$ cat config.mk
export PLATFORM = sky130hd
export DESIGN_NAME = multicycle_ctrl
export DESIGN_NICKNAME = d
export VERILOG_FILES = /design/src/rtl/multicycle_ctrl.sv
export SDC_FILE = /design/constraint.sdc
export NUM_CORES = 1
export LEC_CHECK = 0
export ABC_CLOCK_PERIOD_IN_PS = 2200
export CAP_MARGIN = 40
export CORE_MARGIN = 1
export CORE_UTILIZATION = 30
export CTS_CLUSTER_SIZE = 16
export DETAILED_ROUTE_END_ITERATION = 12
export GPL_ROUTABILITY_DRIVEN = 0
export PLACE_DENSITY_LB_ADDON = 0.08
export SYNTH_ARGS = -nofsm -noshare
export SYNTH_HDL_FRONTEND = slang
export SYNTH_SLANG_ARGS = --single-unit
$ cat constraint.sdc
create_clock -name clk -period 2.2 [get_ports clk]
set_clock_uncertainty 0.05 [all_clocks]
set_input_delay 0.44 -clock clk [delete_from_list [all_inputs] [get_ports clk]]
set_output_delay 0.44 -clock clk [all_outputs]
set_load 0.05 [all_outputs]
$ cat src/rtl/multicycle_ctrl.sv
// Multicycle MIPS-style control FSM.
//
// Sequences the shared datapath through FETCH, DECODE and per-instruction
// execute / memory / write-back states. The opcode is captured in DECODE so
// that the instruction register may change without disturbing later states.
//
// Ports:
//   clk, reset        rising-edge clock, synchronous active-high reset
//   opcode[5:0]       instr[31:26] from the instruction register
//   mem_ready         memory access completes this cycle
//   gt                ALU greater-than result for bgt
//   alu_op[2:0]       ALU class code
//   pc_write          PC load enable
//   ir_write          instruction register load enable
//   mem_read          memory read strobe
//   mem_write         memory write strobe
//   iord              memory address select (0 = PC, 1 = ALUOut)
//   reg_write         register file write enable
//   reg_dst           write register select (1 = rd, 0 = rt)
//   mem_to_reg        write-back source (1 = MDR, 0 = ALUOut)
//   alu_src_a         ALU A select (0 = PC, 1 = rs)
//   alu_src_b[1:0]    ALU B select (rt, 4, sign-ext imm, imm<<2)
//   pc_src[1:0]       PC source (ALU, ALUOut, jump target)
//   state[3:0]        current state, for debug
//   illegal           one-cycle pulse on an unknown opcode in DECODE
module multicycle_ctrl (
  input  logic       clk,
  input  logic       reset,
  input  logic [5:0] opcode,
  input  logic       mem_ready,
  input  logic       gt,
  output logic [2:0] alu_op,
  output logic       pc_write,
  output logic       ir_write,
  output logic       mem_read,
  output logic       mem_write,
  output logic       iord,
  output logic       reg_write,
  output logic       reg_dst,
  output logic       mem_to_reg,
  output logic       alu_src_a,
  output logic [1:0] alu_src_b,
  output logic [1:0] pc_src,
  output logic [3:0] state,
  output logic       illegal
);

  typedef enum logic [3:0] {
    StFetch  = 4'd0,
    StDecode = 4'd1,
    StMemAdr = 4'd2,
    StMemRd  = 4'd3,
    StMemWb  = 4'd4,
    StMemWr  = 4'd5,
    StRtExe  = 4'd6,
    StAluWb  = 4'd7,
    StImmExe = 4'd8,
    StBranch = 4'd9,
    StJump   = 4'd10
  } state_e;

  localparam logic [5:0] OpR    = 6'b000000;
  localparam logic [5:0] OpLw   = 6'b100011;
  localparam logic [5:0] OpSw   = 6'b101011;
  localparam logic [5:0] OpAddi = 6'b001000;
  localparam logic [5:0] OpAndi = 6'b001100;
  localparam logic [5:0] OpOri  = 6'b001101;
  localparam logic [5:0] OpXori = 6'b001110;
  localparam logic [5:0] OpBgt  = 6'b000111;
  localparam logic [5:0] OpJ    = 6'b000010;

  state_e     r_state;
  state_e     w_state_next;
  logic [5:0] r_opcode;

  always_ff @(posedge clk) begin
    if (reset) begin
      r_state  <= StFetch;
      r_opcode <= 6'b000000;
    end else begin
      r_state <= w_state_next;
      if (r_state == StDecode) begin
        r_opcode <= opcode;
      end
    end
  end

  assign state = r_state;

  always_comb begin
    w_state_next = StFetch;  // also the recovery path for unused encodings
    alu_op       = 3'b000;
    pc_write     = 1'b0;
    ir_write     = 1'b0;
    mem_read     = 1'b0;
    mem_write    = 1'b0;
    iord         = 1'b0;
    reg_write    = 1'b0;
    reg_dst      = 1'b0;
    mem_to_reg   = 1'b0;
    alu_src_a    = 1'b0;
    alu_src_b    = 2'b00;
    pc_src       = 2'b00;
    illegal      = 1'b0;

    case (r_state)
      StFetch: begin
        mem_read  = 1'b1;
        alu_src_b = 2'b01;
        ir_write  = mem_ready;
        pc_write  = mem_ready;
        w_state_next = mem_ready ? StDecode : StFetch;
      end
      StDecode: begin
        // Precompute the branch target into ALUOut; the live opcode is used
        // here because the latched copy only updates at the end of DECODE.
        alu_src_b = 2'b11;
        case (opcode)
          OpLw, OpSw:                    w_state_next = StMemAdr;
          OpR:                           w_state_next = StRtExe;
          OpAddi, OpAndi, OpOri, OpXori: w_state_next = StImmExe;
          OpBgt:                         w_state_next = StBranch;
          OpJ:                           w_state_next = StJump;
          default: begin
            illegal      = 1'b1;
            w_state_next = StFetch;
          end
        endcase
      end
      StMemAdr: begin
        alu_src_a    = 1'b1;
        alu_src_b    = 2'b10;
        w_state_next = (r_opcode == OpLw) ? StMemRd : StMemWr;
      end
      StMemRd: begin
        mem_read     = 1'b1;
        iord         = 1'b1;
        w_state_next = mem_ready ? StMemWb : StMemRd;
      end
      StMemWb: begin
        reg_write    = 1'b1;
        mem_to_reg   = 1'b1;
        w_state_next = StFetch;
      end
      StMemWr: begin
        mem_write    = 1'b1;
        iord         = 1'b1;
        w_state_next = mem_ready ? StFetch : StMemWr;
      end
      StRtExe: begin
        alu_src_a    = 1'b1;
        alu_op       = 3'b010;
        w_state_next = StAluWb;
      end
      StImmExe: begin
        alu_src_a = 1'b1;
        alu_src_b = 2'b10;
        case (r_opcode)
          OpAndi:  alu_op = 3'b011;
          OpXori:  alu_op = 3'b100;
          OpOri:   alu_op = 3'b101;
          default: alu_op = 3'b000;
        endcase
        w_state_next = StAluWb;
      end
      StAluWb: begin
        reg_write    = 1'b1;
        reg_dst      = (r_opcode == OpR);
        w_state_next = StFetch;
      end
      StBranch: begin
        alu_src_a    = 1'b1;
        alu_op       = 3'b001;
        pc_src       = 2'b01;
        pc_write     = gt;
        w_state_next = StFetch;
      end
      StJump: begin
        pc_write     = 1'b1;
        pc_src       = 2'b10;
        w_state_next = StFetch;
      end
      default: w_state_next = StFetch;
    endcase
  end

endmodule

Yosys cells after proc, flatten, opt, wreduce, memory -nomap -nowiden
Index checks and enable logic that the tools add are counted.
Operators by class
  equality and inequality tests: 22
  reduce and logical (&&, ||, !) cells: 12
  mux-type cells: 21
Operators by type and width (number)
  $eq 6x4->1 const B: 7
  $pmux 4 s6: 1
  $pmux 4 s5: 1
  $eq 6x6->1 const B: 3
  $pmux 3 s3: 2
  $eq 4x3->1 const B: 4
  $eq 4x4->1 const B: 3
  $logic_not 6->1: 2
  $reduce_or 2->1: 6
  $mux 1: 11
  $mux 3: 3
  $reduce_or 9->1: 1
  $eq 4x2->1 const B: 2
  $reduce_or 4->1: 2
  $eq 6x2->1 const B: 1
  $eq 6x3->1 const B: 1
  $pmux 2 s3: 1
  $eq 4x1->1 const B: 1
  $logic_not 4->1: 1
  $pmux 2 s2: 1
  $pmux 1 s3: 1
Storage, ports and cells
  input bits: 10
  flip-flop bits (word level): 10

Logic depth before layout (Yosys ltp)
  depth after elaboration: 4
  gate-level depth with buffers: 5

Worst setup path before layout
OpenSTA, ideal clock, no wires.
  kind: register to output
  start point: register r_state[3], in the netlist state[3]
  end point: output port alu_op[1]
  setup slack: -664 ps
  stages on the path, launching flop included: 5
  required time: 1710 ps
  arrival time: 2374 ps
  cell sequence: dfxtp_1 > nand2b_1 > nor2_1 > nand3_1 > o32ai_1
Between the ends
  longest elaborated chain between the ends: 2
  elaborated cells between the ends (all ways): 4
  those cells by class: eq/ne: 3; mux: 1
RTL lines
  start: declaration: RTL line 72  | state_e r_state;
  start signal: assignment: RTL line 78  | r_state <= StFetch;
  start signal: assignment: RTL line 81  | r_state <= w_state_next;
  $eq 4x4->1 or $eq 4x3->1 (tied branches): RTL line 106  | case (r_state)
  $pmux 3 s3 *: RTL line 106
  end: declaration: RTL line 32  | output logic [2:0] alu_op,
Every way passes the cells marked *; elsewhere a longest branch is shown, timed or not.

Final worst setup path
  start point: register r_state[1], in the netlist state[1]
  end point: output port illegal
Between the ends
  longest elaborated chain between the ends: 2
RTL lines
  $eq 4x1->1: RTL line 106
  $mux 1: RTL line 106
  end: declaration: RTL line 45  | output logic illegal
No other way between the ends.

==> metrics.csv <==
metric,value,unit
die_w,53.5,µm
syn_nets,128,
die_area,2860,µm²
synth_xor_area_share,4.40,%
fin_crit_sh,98.2,%
vias_per_cell,5.29,
nNetsFinal,170,
rsz0062_at_grt,yes,
swShare,32.3,%
drtIter0Drc,16,
drv_slew,0,
cp_max_fo,8,
grt_pass1_wl,3.66,mm
ant_nets,0,
combPwrFrac,34.6,%
critPathLaunchType,flip-flop,
dp_hpwl,1.91,mm
first_pass_iters,4,
ys_types,36,
wl,2.36,mm
diodes,0,
final_area,1490,µm²
fillers,241,
coreArea,2500,µm²
outcome,"finished, final reports clean",
fin_crit,2160,ps
setup_viol,0,
cts_buffers,3,
cpLargestDelayFamily,simple AND/OR/NAND/NOR gates,
wl_per_cell,12.5,µm
grt_pass1_vias,872,
io_pins,31,
clk_pin_slew,60,ps
synth_fa_ha_area_share,0,%
seq_area_frac_synth,25.2,%
areaGrowthSynthToFinish,87.7,%
cts_tree,built,
path_class,flip-flop to output port,
syn_inst,118,
cts_buffer_depth,2,
multi_input_area,653,µm²
required,1710,ps
holdWs,460,ps
postSynthRegisterBits,10,
synth_warnings,0,
power.density,373,nW/µm²
h-tree-depth,1,
p_sw,180,µW
io_buffers,30,
syn_area_per_cell,6.74,µm²
hold_path_class,flip-flop to flip-flop,
vias,1000,
cp_cell_sequence,or4b_4 > a41oi_2 > o31a_2 > buf_6,
cp-end-kind,output port,
worst_pin_slew,498,ps
overflow,0,
slew_headroom,66.7,%
maxCapViolCount,0,
start_util,31.8,%
path_buf_inv,1,
clockPowerShare,29.2,%
clock.fmax,463,MHz
syn-cell-area,796,µm²
cts-root-buf,clkbuf_4,
synth_simple_gate_area_share,39.6,%
grt_max_degree,11,
power.leakage,0.559,nW
antenna_found_initial,0,
layout-drive-gt1-share,37.1,%
row_count,18,
die_h,53.5,µm
cts_hold_buf,0,
clk_latency,260,ps
max_stage_delay,560,ps
critical_path_arrival,1670,ps
synth_top_family_by_area,simple AND/OR/NAND/NOR gates,
p_int,377,µW
track_usage,17.4,%
placed_area,1400,µm²
p_seq_share,36.2,%
cp_slowest_cell,or4b_4,
drc_errors,0,
timing_hold_violations_final,0,
peakVddDrop,0.315,mV
clock-sinks,10,
synth_mux_area_share,0,%
synth_compound_area_share,25.2,%
regArea,206,µm²
[kinds of logic after synthesis]
kind of cell    count (synthesis)
simple gates                   61
compound gates                 32
buf+inv                        11
flops                          10
xor+xnor                        4
[synthesized netlist by cell type, drive strengths merged]
| cell type | instances | area [µm²] |
|---|---|---|
| nand2 | 15 | 56.3 |
| nor2 | 15 | 56.3 |
| a21oi | 12 | 60.1 |
| dfxtp | 10 | 200 |
| nand2b | 7 | 43.8 |
| nor3 | 7 | 46.3 |
| nand3 | 5 | 25.0 |
| o21ai | 5 | 25.0 |
| buf | 4 | 18.8 |
| clkbuf | 4 | 15.0 |
| inv | 3 | 11.3 |
| o22ai | 3 | 18.8 |
| xnor2 | 3 | 26.3 |
| a22oi | 2 | 15.0 |
| a31oi | 2 | 12.5 |
| and3 | 2 | 12.5 |
| nor4 | 2 | 12.5 |
| a211o | 1 | 8.76 |
| a221oi | 1 | 8.76 |
| a2bb2oi | 1 | 8.76 |
| a41oi | 1 | 8.76 |
| and2 | 1 | 6.26 |
| and3b | 1 | 8.76 |
| and4 | 1 | 8.76 |
| nand4 | 1 | 6.26 |
| nand4b | 1 | 8.76 |
| o31a | 1 | 8.76 |
| o31ai | 1 | 7.51 |
| o32ai | 1 | 8.76 |
| o41ai | 1 | 8.76 |
| or2 | 1 | 6.26 |
| or4 | 1 | 7.51 |
| or4b | 1 | 10.0 |
| xor2 | 1 | 8.76 |
[power by group through the flow]
stage	sequential [mW]	combinational (mW)	clock, mW
finish	0.201	0.192	0.163
global route	0.203	0.205	0.175
CTS	0.201	0.188	0.166
detailed placement	0.205	0.185	0
global placement	0.205	0.183	0
floorplan	0.209	0.0976	0
[timing repair]
action / 4_1_cts / 5_1_grt
gates resized for setup: 2 / 9
setup buffers: 0 / 1
setup endpoints to repair: 1 / 3
[placed cells by master, fill, tap and decap left out, types with 2 or more instances in the layout]
| cell | synthesis | layout |
|---|---|---|
| buf_4 | 0 | 18 |
| nand2_1 | 15 | 15 |
| buf_12 | 0 | 14 |
| a21oi_1 | 12 | 12 |
| nor2_1 | 15 | 11 |
| clkdlybuf4s50_1 | 0 | 11 |
| dfxtp_1 | 10 | 7 |
| nand3_1 | 5 | 5 |
| o21ai_0 | 5 | 5 |
| nand2b_1 | 7 | 4 |
| nor3_2 | 0 | 3 |
| inv_1 | 3 | 3 |
| xnor2_1 | 3 | 3 |
| clkbuf_4 | 0 | 3 |
| nor2_4 | 0 | 2 |
| nand2b_4 | 0 | 2 |
| nor2_2 | 0 | 2 |
| o22ai_1 | 3 | 2 |
| nor3_4 | 1 | 2 |
| nor3_1 | 6 | 2 |
| nor4_1 | 2 | 2 |
| a22oi_1 | 2 | 2 |
| a31oi_1 | 2 | 2 |
| dfxtp_2 | 0 | 2 |
[worst reg2reg max path, cell delays in order (launching register included)]
cell,delay [ps]
dfxtp_4,370
or4b_4,560
buf_4,180
nor3_4,130
a22oi_1,110
a31oi_1,180
[registers in the layout, summed over array words and instances (netlist names)]
register / cells
state: 4
r_opcode: 6
[per-stage QoR]
stage	utilization [%]	setup slack [ps]	setup TNS, ps	total power [mW]	std cells
6_report	59.8	40.2	0	0.557	189
5_1_grt	59.8	-21.9	-37.3	0.583	189
4_1_cts	57.6	5.73	0	0.555	188
3_5_place_dp	55.9	2.49	0	0.390	184
3_3_place_gp	55.9	40.4	0	0.388	184
2_1_floorplan	-	-192	-370	0.307	118
[metal layers]
layer / up-vias / part of all wire (%) / global-route usage [%]
met5: - / 0 / 0
met3: 4 / 5.1 / 2.87
met2: 34 / 50 / 31.9
met1: 448 / 43 / 19.9
met4: 0 / 1.4 / 6.58
li1: 514 / - / -
[worst paths after layout]
| kind | start | end | slack [ps] | cells after the start |
|---|---|---|---|---|
| hold reg to reg | r_opcode[2] | r_opcode[2] | 460 | 2 |
| hold / removal | r_opcode[2] | r_opcode[2] | 460 | 2 |
| setup reg to reg | state[1] | state[2] | 540 | 5 |
| setup / recovery | state[1] | illegal | 40 | 4 |
[cell type report]
type | instances | area share [%]
multi-input combinational | 97 | 43.7
sequential | 10 | 13.8
tap | 30 | 2.51
clock buffer | 4 | 2.43
timing repair buffer | 45 | 36.8
inverter | 3 | 0.754
No activity file was read; power rests on OpenSTA's default activity.
